--- src/rtl/spi_pixel_writer_if.sv ---
// rtl/spi_pixel_writer_if.sv - SPI pins and display pixel-write port of spi_pixel_writer
interface spi_pixel_writer_if;
  logic        sclk;
  logic        sdi;
  logic        cs_n;
  logic        write_en;
  logic [5:0]  write_x;
  logic [5:0]  write_y;
  logic [11:0] write_color;
  logic        busy;
  logic        frame_err;

  modport master (
    output sclk, sdi, cs_n,
    input  write_en, write_x, write_y, write_color, busy, frame_err
  );

  modport slave (
    input  sclk, sdi, cs_n,
    output write_en, write_x, write_y, write_color, busy, frame_err
  );
endinterface

--- src/rtl/spi_pixel_writer.sv ---
// rtl/spi_pixel_writer.sv - SPI command decoder driving the display pixel write port
module spi_pixel_writer #(
  parameter int SYNC_STAGES = 2,
  parameter int CLEAR_GAP   = 16
) (
  input logic            clk_in,
  input logic            reset,
  spi_pixel_writer_if.slave bus
);
  localparam int GW = $clog2(CLEAR_GAP);

  typedef enum logic [0:0] {IDLE, SWEEP} state_t;
  state_t state, state_next;

  logic [SYNC_STAGES-1:0] sclk_sync, sdi_sync, cs_sync;
  logic sclk_prev, cs_prev;
  logic sclk_s, sdi_s, cs_s;

  // Only the low 7 bits are stored; the full byte is formed with the incoming bit.
  logic [6:0]  shift_reg;
  logic [2:0]  bit_cnt;
  logic [1:0]  byte_cnt;
  logic [7:0]  b0, b2;
  logic [5:0]  y_reg;
  logic [11:0] pos;
  logic [GW-1:0] gap_cnt;

  logic        wr_en, err;
  logic [5:0]  wr_x, wr_y;
  logic [11:0] wr_color;

  logic sclk_rise, cs_rise, byte_done, pkt_done;
  logic [7:0] new_byte;
  logic fire_pixel, start_sweep, sweep_tick, err_set;

  assign sclk_s = sclk_sync[SYNC_STAGES-1];
  assign sdi_s  = sdi_sync[SYNC_STAGES-1];
  assign cs_s   = cs_sync[SYNC_STAGES-1];

  always_comb begin
    sclk_rise = sclk_s & ~sclk_prev & ~cs_s;
    cs_rise   = cs_s & ~cs_prev;
    new_byte  = {shift_reg, sdi_s};
    byte_done = sclk_rise && (bit_cnt == 3'd7);
    pkt_done  = byte_done && (byte_cnt == 2'd3);
  end

  always_ff @(posedge clk_in) begin
    if (reset) state <= IDLE;
    else       state <= state_next;
  end

  always_comb begin
    state_next  = state;
    fire_pixel  = 1'b0;
    start_sweep = 1'b0;
    sweep_tick  = 1'b0;
    err_set     = 1'b0;
    case (state)
      IDLE: begin
        if (pkt_done) begin
          case (b0[7:6])
            2'b01: fire_pixel = 1'b1;
            2'b10: begin
              start_sweep = 1'b1;
              state_next  = SWEEP;
            end
            2'b11: err_set = 1'b1;
            default: ;
          endcase
        end
      end
      SWEEP: begin
        // Anything but a NOP arriving mid-sweep is dropped and flagged.
        if (pkt_done && (b0[7:6] != 2'b00)) err_set = 1'b1;
        if (wr_en && (wr_x == 6'd63) && (wr_y == 6'd63)) state_next = IDLE;
        else if (gap_cnt == GW'(CLEAR_GAP - 1)) sweep_tick = 1'b1;
      end
      default: state_next = IDLE;
    endcase
    if (byte_done && (byte_cnt == 2'd1) && (new_byte[7:6] != 2'b00)) err_set = 1'b1;
    if (cs_rise && ((bit_cnt != 3'd0) || (byte_cnt != 2'd0))) err_set = 1'b1;
  end

  always_ff @(posedge clk_in) begin
    if (reset) begin
      sclk_sync <= '0;
      sdi_sync  <= '0;
      cs_sync   <= '1;
      sclk_prev <= 1'b0;
      cs_prev   <= 1'b1;
      shift_reg <= '0;
      bit_cnt   <= '0;
      byte_cnt  <= '0;
      b0        <= '0;
      y_reg     <= '0;
      b2        <= '0;
      pos       <= '0;
      gap_cnt   <= '0;
      wr_en     <= 1'b0;
      wr_x      <= '0;
      wr_y      <= '0;
      wr_color  <= '0;
      err       <= 1'b0;
    end else begin
      sclk_sync <= {sclk_sync[SYNC_STAGES-2:0], bus.sclk};
      sdi_sync  <= {sdi_sync[SYNC_STAGES-2:0], bus.sdi};
      cs_sync   <= {cs_sync[SYNC_STAGES-2:0], bus.cs_n};
      sclk_prev <= sclk_s;
      cs_prev   <= cs_s;
      wr_en     <= 1'b0;

      if (sclk_rise) begin
        shift_reg <= new_byte[6:0];
        bit_cnt   <= bit_cnt + 3'd1;
        if (bit_cnt == 3'd7) begin
          byte_cnt <= byte_cnt + 2'd1;
          case (byte_cnt)
            2'd0:    b0    <= new_byte;
            2'd1:    y_reg <= new_byte[5:0];
            2'd2:    b2    <= new_byte;
            default: ;
          endcase
        end
      end
      if (cs_rise) begin
        bit_cnt  <= '0;
        byte_cnt <= '0;
      end

      if (fire_pixel) begin
        wr_en    <= 1'b1;
        wr_x     <= b0[5:0];
        wr_y     <= y_reg;
        wr_color <= {b2, new_byte[7:4]};
      end
      if (start_sweep) begin
        wr_en    <= 1'b1;
        wr_x     <= '0;
        wr_y     <= '0;
        wr_color <= {b2, new_byte[7:4]};
        pos      <= 12'd1;
        gap_cnt  <= '0;
      end
      // pos is {y, x}, so x is the fast-moving coordinate.
      if (sweep_tick) begin
        wr_en        <= 1'b1;
        {wr_y, wr_x} <= pos;
        pos          <= pos + 12'd1;
        gap_cnt      <= '0;
      end else if (state == SWEEP) begin
        gap_cnt <= gap_cnt + GW'(1);
      end

      if (err_set) err <= 1'b1;
    end
  end

  assign bus.write_en    = wr_en;
  assign bus.write_x     = wr_x;
  assign bus.write_y     = wr_y;
  assign bus.write_color = wr_color;
  assign bus.busy        = (state == SWEEP);
  assign bus.frame_err   = err;
endmodule

--- src/flat_wrapper.sv ---
// flat-port wrapper written by rule: the top's interface ports become plain ports
module spi_pixel_writer_flat 
#(
  parameter int SYNC_STAGES = 2,
  parameter int CLEAR_GAP   = 16
)
  (clk_in, reset, bus_sclk, bus_sdi, bus_cs_n, bus_write_en, bus_write_x, bus_write_y, bus_write_color, bus_busy, bus_frame_err);
  spi_pixel_writer_if bus_i ();
  input logic clk_in;
  input logic reset;
  input wire logic [$bits(bus_i.sclk)-1:0] bus_sclk;
  input wire logic [$bits(bus_i.sdi)-1:0] bus_sdi;
  input wire logic [$bits(bus_i.cs_n)-1:0] bus_cs_n;
  output wire logic [$bits(bus_i.write_en)-1:0] bus_write_en;
  output wire logic [$bits(bus_i.write_x)-1:0] bus_write_x;
  output wire logic [$bits(bus_i.write_y)-1:0] bus_write_y;
  output wire logic [$bits(bus_i.write_color)-1:0] bus_write_color;
  output wire logic [$bits(bus_i.busy)-1:0] bus_busy;
  output wire logic [$bits(bus_i.frame_err)-1:0] bus_frame_err;
  assign bus_i.sclk = bus_sclk;
  assign bus_i.sdi = bus_sdi;
  assign bus_i.cs_n = bus_cs_n;
  assign bus_write_en = bus_i.write_en;
  assign bus_write_x = bus_i.write_x;
  assign bus_write_y = bus_i.write_y;
  assign bus_write_color = bus_i.write_color;
  assign bus_busy = bus_i.busy;
  assign bus_frame_err = bus_i.frame_err;
  spi_pixel_writer #(.SYNC_STAGES(SYNC_STAGES), .CLEAR_GAP(CLEAR_GAP)) u_core (.clk_in(clk_in), .reset(reset), .bus(bus_i));
endmodule
--- config.mk ---
export PLATFORM = sky130hd
export DESIGN_NAME = spi_pixel_writer_flat
export DESIGN_NICKNAME = d
export VERILOG_FILES = /design/src/rtl/spi_pixel_writer_if.sv /design/src/rtl/spi_pixel_writer.sv /design/src/flat_wrapper.sv
export SDC_FILE = /design/constraint.sdc
export NUM_CORES = 1
export LEC_CHECK = 0
export CORE_MARGIN = 3
export CORE_UTILIZATION = 26
export CTS_CLUSTER_DIAMETER = 80
export DETAILED_ROUTE_END_ITERATION = 8
export PLACE_DENSITY = 0.42
export SETUP_SLACK_MARGIN = 0.3
export SLEW_MARGIN = 10
export SYNTH_ARGS = -nofsm -noshare
export SYNTH_HDL_FRONTEND = slang
export SYNTH_SLANG_ARGS = --single-unit
--- constraint.sdc ---
create_clock -name clk_in -period 3.8 [get_ports clk_in]
set_input_delay 0.76 -clock clk_in [delete_from_list [all_inputs] [get_ports clk_in]]
set_output_delay 0.76 -clock clk_in [all_outputs]
set_load 0.05 [all_outputs]
==> flow_metrics.py, run 1 <==
metrics = {
    "logic_synthesis": {
        "synth-edff-count": 0,
        "avgSynthCellArea_um2": 8.53,
        "syn-instance-count": 421,
        "seq_area_frac_synth": 0.474,
        "synth_warnings": 0,
        "synth.distinct_cells": 45,
        "synth-seq-cells": 85,
        "syn_area_um2": 3590,
        "synthArstFlopShare": 0,
        "synth-main-ff-cell": "dfxtp_1",
        "syn_nets": 435,
    },
    "global_routing": {
        "grt_util_all_layers": 0.129,
        "grt_pass1_vias": 2846,
        "globalRoute.totalOverflow": 0,
        "grt_pass1_wl_um": 15100,
        "antenna_found_initial": 0,
        "grt_max_degree": 66,
    },
    "setup_path": {
        "cp_data_required_time_ns": 3.04,
        "cp_slowest_stage_delay_ns": 0.88,
        "crit_chain": "clkdlybuf4s50_1",
        "critical_path_buf_inv_count": 1,
        "path_depth": 1,
        "cp-startpoint": "u_core.bus.busy$_SDFF_PP0_",
        "crit_type": "reg2out",
        "r2r_start": "u_core.bit_cnt[0]$_SDFFE_PP0P_",
        "worstPathMaxFanout": 12,
        "end_kind": "output pin",
        "cp_top_family": "buffers and inverters",
        "slowest_stage": "clkdlybuf4s50_1",
        "cp.arrival_ns": 1.78,
        "r2r_cells": 7,
        "start_kind": "flop",
    },
    "sta": {
        "worstMarginPinSlew_ns": 0.984,
        "relSlewSlack": 0.341,
        "fmax_ghz": 0.394,
        "hold-worst-slack_ns": 0.413,
        "fin_setup_tns_ns": 0,
        "layout_worst_path_cycle_share": 0.668,
        "hold_viol": 0,
        "rsz0062_at_grt": "false",
        "fin_skew_ns": 0.0116,
        "min_period_ns": 2.54,
        "finalMaxSlewViolations": 0,
        "setup_viol_count_final": 0,
    },
    "layout": {
        "antenna_cells": 0,
        "fillers": 1402,
        "nNetsFinal": 451,
        "final_cells": 618,
        "drive_above_1_share": 0.0769,
        "synthToLayoutAreaGrowth_pct": 21.5,
        "fin_util": 0.326,
    },
    "place": {
        "portBuffers": 31,
        "dpl.hpwl_um": 6280,
        "place.gp.congestion": 0.742,
        "dp.cells": 602,
    },
    "flow_run": {
        "drv_cap": 0,
    },
    "power": {
        "irDropWorstVdd_mv": 0.214,
        "p_leak_nw": 1.43,
        "power_density_nw_per_um2": 437,
        "total_power_mw": 1.91,
    },
    "cts": {
        "htree_levels": 3,
        "cts_setup_buffers": 0,
        "cts_resized": 0,
        "root_buffer": "clkbuf_16",
        "cts_buffers": 9,
        "path_clk_slew_ns": 0.06,
        "clock-sinks": 85,
        "clk_path_buf_depth": 2,
        "clock_latency_ns": 0.34,
        "cts_tree": "done",
        "cts-hold-fix-buffers": 0,
    },
    "route": {
        "drc": 0,
        "drtAntennaViolNets": 0,
        "via_count": 2990,
        "drt_iter0_markers": 175,
        "wire_per_inst_um": 14.9,
        "routed_via_density": 4.84,
        "dr.pass1.iters": 5,
        "routed_wl_um": 9190,
    },
    "die": {
        "die_h_um": 124,
        "num_rows": 42,
        "core-area_um2": 13400,
        "io-pin-count": 32,
        "start_util": 0.268,
        "die_width_um": 124,
        "die_area_um2": 15300,
    },
    "hold_path": {
        "worstHoldStart": "u_core.cs_sync[0]$_SDFF_PP1_",
        "hold_path_depth": 1,
        "hp-class": "reg2reg",
    },
    "status": {
        "outcome": "finished, final reports clean",
    },
}
==> area by class of cell <==
type / instances / area (um2) / area share
Tap cell: 176 / 220 / 0.0505
Clock buffer: 11 / 253 / 0.0579
Timing Repair Buffer: 35 / 335 / 0.0769
Clock inverter: 5 / 81.3 / 0.0186
Sequential cell: 85 / 1700 / 0.390
Inverter: 9 / 33.8 / 0.00774
Multi-Input combinational cell: 297 / 1740 / 0.398
==> where the power goes <==
part	internal [mW]	switching, mW	leakage (nW)
logic	0.00977	0.0197	0.582
registers	0.894	0.00278	0.686
clock network	0.613	0.368	0.162
total	1.52	0.391	1.43
==> synth_stat cells (3+ instances only) <==
cell / count / area [um2]
a21oi_1: 47 / 235
a31oi_1: 5 / 31.3
buf_2: 9 / 45.0
buf_4: 4 / 30.0
clkbuf_1: 16 / 60.1
dfxtp_1: 85 / 1700
ha_1: 9 / 113
inv_1: 9 / 33.8
mux2_2: 4 / 45.0
mux2i_1: 9 / 90.1
nand2_1: 71 / 267
nand2b_1: 3 / 18.8
nand3_1: 29 / 145
nand4_1: 7 / 43.8
nor2_1: 20 / 75.1
nor2b_1: 13 / 81.3
nor3_1: 3 / 15.0
o211ai_1: 6 / 45.0
o21a_1: 13 / 97.6
o21ai_0: 7 / 35.0
o22ai_1: 21 / 131
or2_2: 4 / 25.0
or4_1: 3 / 22.5
==> cell usage in the layout, fill, tap and decap left out, types with 5 or more instances in the layout <==
cell and n:
a21oi_1 47, nor2_1 20, clkdlybuf4s50_1 30, clkbuf_16 9, o211ai_1 6, nand3_1 29, ha_1 9, o22ai_1 21
o21ai_0 7, a31oi_1 5, nor2b_1 13, inv_1 9, nand2_1 71, o21a_1 13, dfxtp_1 85, mux2i_1 9
nand4_1 7
==> metrics by stage <==
step | area (um2) | worst slack, ns
6_report | 4360 | 1.26
5_1_grt | 4360 | 1.03
4_1_cts | 4360 | 1.21
3_5_place_dp | 4030 | 1.22
3_3_place_gp | 4030 | 1.30
2_1_floorplan | 3590 | 1.77
==> metal layers <==
layer	GRT usage	vias to the layer above	share of wire
li1	-	1520	-
met2	0.199	34	0.45
met1	0.179	1426	0.51
met3	0.0247	10	0.024
met4	0.0457	0	0.014
met5	0	-	0
==> path summary, 6_finish.rpt <==
kind	endpoint	slack, ns
worst max register to register	u_core.bus.write_x[4]$_SDFFE_PP0P_	1.27
worst min-delay path	u_core.cs_sync[1]$_SDFF_PP1_	0.41
worst max-delay path	bus_busy	1.26
worst min register to register	u_core.cs_sync[1]$_SDFF_PP1_	0.41
==> logic make-up (layout without fill, tap and decap cells) <==
logic type / after synthesis / in the layout / share of synthesized area
compound gates: 106 / 106 / 0.177
xor+xnor: 2 / 2 / 0.00488
fa+ha+maj: 10 / 10 / 0.0341
buf+inv: 39 / 60 / 0.0481
flops: 85 / 85 / 0.474
mux: 13 / 13 / 0.0376
simple gates: 166 / 166 / 0.225
(Power assumes the default switching activity.)
==> inputs of run 2 (changes only) <==
- clock period: 3.8 -> 2.5 ns (I/O delays scaled with it)
==> flow_metrics.py, run 2 (synthesis results as in run 1) <==
metrics = {
    "status": {
        "outcome": "finished, final reports clean",
    },
    "power": {
        "p_leak_nw": 1.47,
        "share_comb_of_total_power": 0.017,
        "intPower_mw": 2.28,
        "seqPwrFrac": 0.475,
        "total_power_mw": 2.87,
        "p_switching_mw": 0.593,
        "irDropWorstVdd_mv": 0.320,
        "pwr-share-clk": 0.508,
        "power_density_nw_per_um2": 649,
        "p_sw_frac": 0.207,
    },
    "sta": {
        "fmax_ghz": 0.484,
        "rsz0062_at_grt": "false",
        "relSlewSlack": 0.637,
        "fin_setup_tns_ns": 0,
        "setup_viol_count_final": 0,
        "fin_skew_ns": 0.00939,
        "hold-worst-slack_ns": 0.414,
        "worstMarginPinSlew_ns": 0.541,
        "layout_worst_path_cycle_share": 0.827,
        "finalMaxSlewViolations": 0,
        "min_period_ns": 2.07,
        "hold_viol": 0,
    },
    "layout": {
        "fin_util": 0.330,
        "antenna_cells": 0,
        "drive_above_1_share": 0.0938,
        "most-common-layout-cells": "dfxtp_1 (85), nand2_1 (70), a21oi_1 (47), clkdlybuf4s50_1 (29), nand3_1 (28)",
        "fin_area_um2": 4420,
        "synthToLayoutAreaGrowth_pct": 23.1,
        "final_common_cell": "dfxtp_1",
        "nNetsFinal": 457,
    },
    "die": {
        "num_rows": 42,
        "die_width_um": 124,
        "die_area_um2": 15300,
        "io-pin-count": 32,
        "die_h_um": 124,
        "core-area_um2": 13400,
        "start_util": 0.268,
    },
    "cts": {
        "clock_latency_ns": 0.34,
        "root_buffer": "clkbuf_16",
        "cts_setup_buffers": 0,
        "path_clk_slew_ns": 0.07,
        "cts_tree": "done",
        "cts_buffers": 9,
        "clk_path_buf_depth": 2,
        "cts-hold-fix-buffers": 0,
        "htree_levels": 3,
        "clock-sinks": 85,
    },
    "global_routing": {
        "grt_max_degree": 52,
        "globalRoute.totalOverflow": 0,
        "grt_pass1_vias": 2894,
        "grt_pass1_wl_um": 14800,
        "antenna_found_initial": 0,
        "grt_util_all_layers": 0.127,
    },
    "route": {
        "drc": 0,
        "wire_per_inst_um": 14.8,
        "routed_wl_um": 9210,
        "via_count": 3009,
        "drt_iter0_markers": 182,
        "drtAntennaViolNets": 0,
        "routed_via_density": 4.82,
        "dr.pass1.iters": 4,
    },
    "setup_path": {
        "crit_type": "reg2out",
        "cp_slowest_stage_delay_ns": 0.83,
        "worstPathMaxFanout": 3,
        "cp.arrival_ns": 1.57,
        "r2r_setup_slack_ns": 0.53,
        "slowest_stage": "clkdlybuf4s50_1",
        "cp_top_family": "buffers and inverters",
        "start_kind": "flop",
        "r2r_start": "u_core.bit_cnt[0]$_SDFFE_PP0P_",
        "cp_data_required_time_ns": 2.00,
        "cp-startpoint": "u_core.bus.write_x[0]$_SDFFE_PP0P_",
        "crit_chain": "clkdlybuf4s50_1",
        "critical_path_buf_inv_count": 1,
        "end_kind": "output pin",
    },
    "place": {
        "portBuffers": 31,
        "place.gp.congestion": 0.777,
        "placed_area_um2": 4070,
        "dpl.hpwl_um": 6350,
    },
    "hold_path": {
        "worstHoldStart": "u_core.cs_sync[0]$_SDFF_PP1_",
        "hp-class": "reg2reg",
    },
    "flow_run": {
        "drv_cap": 0,
    },
}
-- run 2: changes by cell type in the layout (fill, tap and decap cells not counted), sizes merged --
cell,change
inv,-1
buf,+6
clkbuf,-1
dlygate4sd2,+1
clkinv,+2
clkdlybuf4s50,-1
-- run 2: area by class of cell --
type,count,area (um2)
fillers,1437,8980
multi-input cells,297,1750
flip-flops and latches,85,1700
repair buffers,41,395
clock buffers,10,239
well taps,176,220
clock inverters,6,86.3
inverters,9,33.8
-- run 2: worst paths after layout --
path / endpoint / depth (start not counted)
worst max-delay path: bus_write_x[0] / 1
worst min-delay path: u_core.cs_sync[1]$_SDFF_PP1_ / 1
worst max register to register: u_core.bus.write_y[4]$_SDFFE_PP0P_ / 8
worst min register to register: u_core.cs_sync[1]$_SDFF_PP1_ / 1
-- run 2: per-stage QoR --
step	setup slack, ns	std cells
6_report	0.433	624
3_5_place_dp	0.321	608
4_1_cts	0.366	624
3_3_place_gp	0.353	608
5_1_grt	0.336	624
2_1_floorplan	0.474	421
-- run 2: routing by layer --
metal / up-vias / global-route usage / share of wire
met5: - / 0 / 0
met4: 0 / 0.0581 / 0.026
met3: 17 / 0.0329 / 0.036
met2: 50 / 0.192 / 0.44
met1: 1426 / 0.169 / 0.50
li1: 1516 / - / -
-- run 2: timing repair --
item / CTS / global route
endpoints found under the setup margin: 2 / 30
pin swaps: 0 / 1
gates resized for setup: 2 / 5
-- run 2: power by group through the flow --
| stage | logic, mW | registers [mW] | clock network (mW) |
|---|---|---|---|
| floorplan | 0.0301 | 1.39 | 0 |
| global placement | 0.0486 | 1.39 | 0 |
| detailed placement | 0.0488 | 1.39 | 0 |
| CTS | 0.0488 | 1.36 | 1.50 |
| global route | 0.0524 | 1.36 | 1.54 |
| finish | 0.0475 | 1.36 | 1.46 |
==> inputs of run 3 (changes only) <==
- clock period: 2.5 -> 2.05 ns (I/O delays scaled with it)
==> flow_metrics.py, run 3 (synthesis results as in run 1) <==
metrics = {
    "cts": {
        "cts-hold-fix-buffers": 0,
        "htree_levels": 3,
        "clk_path_buf_depth": 2,
        "clock-sinks": 85,
        "path_clk_slew_ns": 0.06,
        "cts_tree": "done",
        "root_buffer": "clkbuf_16",
        "clock_latency_ns": 0.34,
        "cts_buffers": 9,
    },
    "place": {
        "portBuffers": 31,
        "place.gp.congestion": 0.781,
        "place_ws_ns": 0.141,
        "dpl.hpwl_um": 6750,
    },
    "setup_path": {
        "cp-startpoint": "u_core.bit_cnt[1]$_SDFFE_PP0P_",
        "crit_chain": "ha_4, ha_4, nor4bb_4, buf_12, and3_4, clkbuf_16, o22ai_1, o22ai_1",
        "cp_top_family": "simple AND/OR/NAND/NOR gates",
        "worstPathMaxFanout": 6,
        "critical_path_buf_inv_count": 2,
        "rr_endpoint": "u_core.bus.write_y[3]$_SDFFE_PP0P_",
        "cp.arrival_ns": 2.06,
        "slowest_stage": "dfxtp_2",
        "path_depth": 8,
        "start_kind": "flop",
        "crit_type": "reg2reg",
        "r2r_setup_slack_ns": 0.26,
        "end_kind": "flop",
        "cp_slowest_stage_delay_ns": 0.35,
        "cp_data_required_time_ns": 2.32,
        "r2r_cells": 8,
        "r2r_start": "u_core.bit_cnt[1]$_SDFFE_PP0P_",
    },
    "layout": {
        "nNetsFinal": 481,
        "multiInputGateArea_um2": 2020,
        "most-common-layout-cells": "dfxtp_1 (69), nand2_1 (61), a21oi_1 (38), dlygate4sd2_1 (26)",
        "fillers": 1366,
        "antenna_cells": 0,
        "drive_above_1_share": 0.254,
        "ff_latch_area_um2": 1750,
        "synthToLayoutAreaGrowth_pct": 38.8,
        "final_common_cell": "dfxtp_1",
        "fin_util": 0.372,
    },
    "route": {
        "highest_layer": "met4",
        "dr.pass1.iters": 4,
        "routed_via_density": 4.95,
        "wl_met1_um": 4670,
        "drc": 0,
        "via_count": 3209,
        "wire_per_inst_um": 15.7,
        "met2_wirelength_um": 4780,
        "drt_iter0_markers": 212,
        "drtAntennaViolNets": 0,
        "routed_wl_um": 10200,
        "wl_met3_um": 370,
    },
    "sta": {
        "fin_setup_tns_ns": 0,
        "worstMarginPinSlew_ns": 0.498,
        "fin_skew_ns": 0.00855,
        "finalMaxSlewViolations": 0,
        "hold_viol": 0,
        "rsz0062_at_grt": "true",
        "setup_viol_count_final": 0,
        "relSlewSlack": 0.669,
        "layout_worst_path_cycle_share": 0.873,
        "setup_ws_ns": 0.261,
        "fmax_ghz": 0.559,
        "min_period_ns": 1.79,
    },
    "global_routing": {
        "grt_max_degree": 42,
        "grt_util_all_layers": 0.137,
        "antenna_found_initial": 0,
        "grt_pass1_wl_um": 16000,
        "globalRoute.totalOverflow": 0,
        "grt_pass1_vias": 3091,
    },
    "hold_path": {
        "hp-class": "in2reg",
        "worstHoldStart": "reset",
        "hold_path_depth": 2,
        "worstHoldEndpoint": "u_core.pos[1]$_SDFFE_PP0P_",
    },
    "die": {
        "core-area_um2": 13400,
        "die_area_um2": 15300,
        "start_util": 0.268,
        "num_rows": 42,
        "die_h_um": 124,
        "die_width_um": 124,
        "io-pin-count": 32,
    },
    "flow_run": {
        "drv_cap": 0,
    },
    "status": {
        "outcome": "finished, final reports clean",
    },
    "power": {
        "power_density_nw_per_um2": 679,
        "irDropWorstVdd_mv": 0.422,
        "p_leak_nw": 1.94,
        "total_power_mw": 3.39,
    },
}
-- run 3: cell count changes in the layout (fill, tap and decap cells not counted), moves of 10 or more --
cell / change
clkdlybuf4s50_1: -26
dlygate4sd2_1: +25
buf_4: +16
dfxtp_1: -16
dfxtp_4: +10
-- run 3: metal layers --
metal | up-vias | track usage
li1 | 1577 | -
met1 | 1550 | 0.171
met2 | 58 | 0.219
met3 | 24 | 0.0256
met4 | 0 | 0.0837
met5 | - | 0
-- run 3: cell type report --
cell class	count	area share
multi-input cells	297	0.406
flip-flops and latches	85	0.350
repair buffers	65	0.132
clock inverters	3	0.00853
clock buffers	13	0.0525
well taps	176	0.0442
inverters	9	0.00678
-- run 3: through the flow --
step	hold slack [ns]	cells	instance area [um2]
floorplan	0.389	421	3650
global placement	0.395	614	4190
detailed placement	0.399	614	4190
CTS	0.350	641	4670
global route	0.379	648	4980
finish	0.361	648	4980
-- run 3: worst max path at each step --
stage          slack [ns]                            endpoint
3_5_place_dp         0.14  u_core.bus.write_y[4]$_SDFFE_PP0P_
6_report             0.26  u_core.bus.write_y[3]$_SDFFE_PP0P_
4_1_cts              0.29          u_core.pos[7]$_SDFFE_PP0P_
2_1_floorplan        0.31         u_core.pos[11]$_SDFFE_PP0P_
3_3_place_gp         0.15  u_core.bus.write_x[0]$_SDFFE_PP0P_
5_1_grt              0.19         u_core.pos[10]$_SDFFE_PP0P_
-- run 3: timing repair --
action,CTS,global route
resized for setup,47,49
pin swaps,3,16
endpoints found under the setup margin,63,55
buffers inserted,9,5
gates cloned,2,2
-- run 3: report_power, final --
group | leakage (nW) | internal [mW] | switching [mW]
Combinational | 1.09 | 0.0215 | 0.0417
Clock | 0.145 | 1.02 | 0.655
Sequential | 0.697 | 1.64 | 0.00516
-- run 3: worst reg2reg max path, delay by kind of cell (launching register included) --
| kind | cells | cell delay [ns] |
|---|---|---|
| AOI/OAI and AO/OA | 2 | 0.22 |
| adders and majority gates | 2 | 0.26 |
| buffers and inverters | 2 | 0.36 |
| DFF | 1 | 0.35 |
| and+or+nand+nor | 2 | 0.54 |
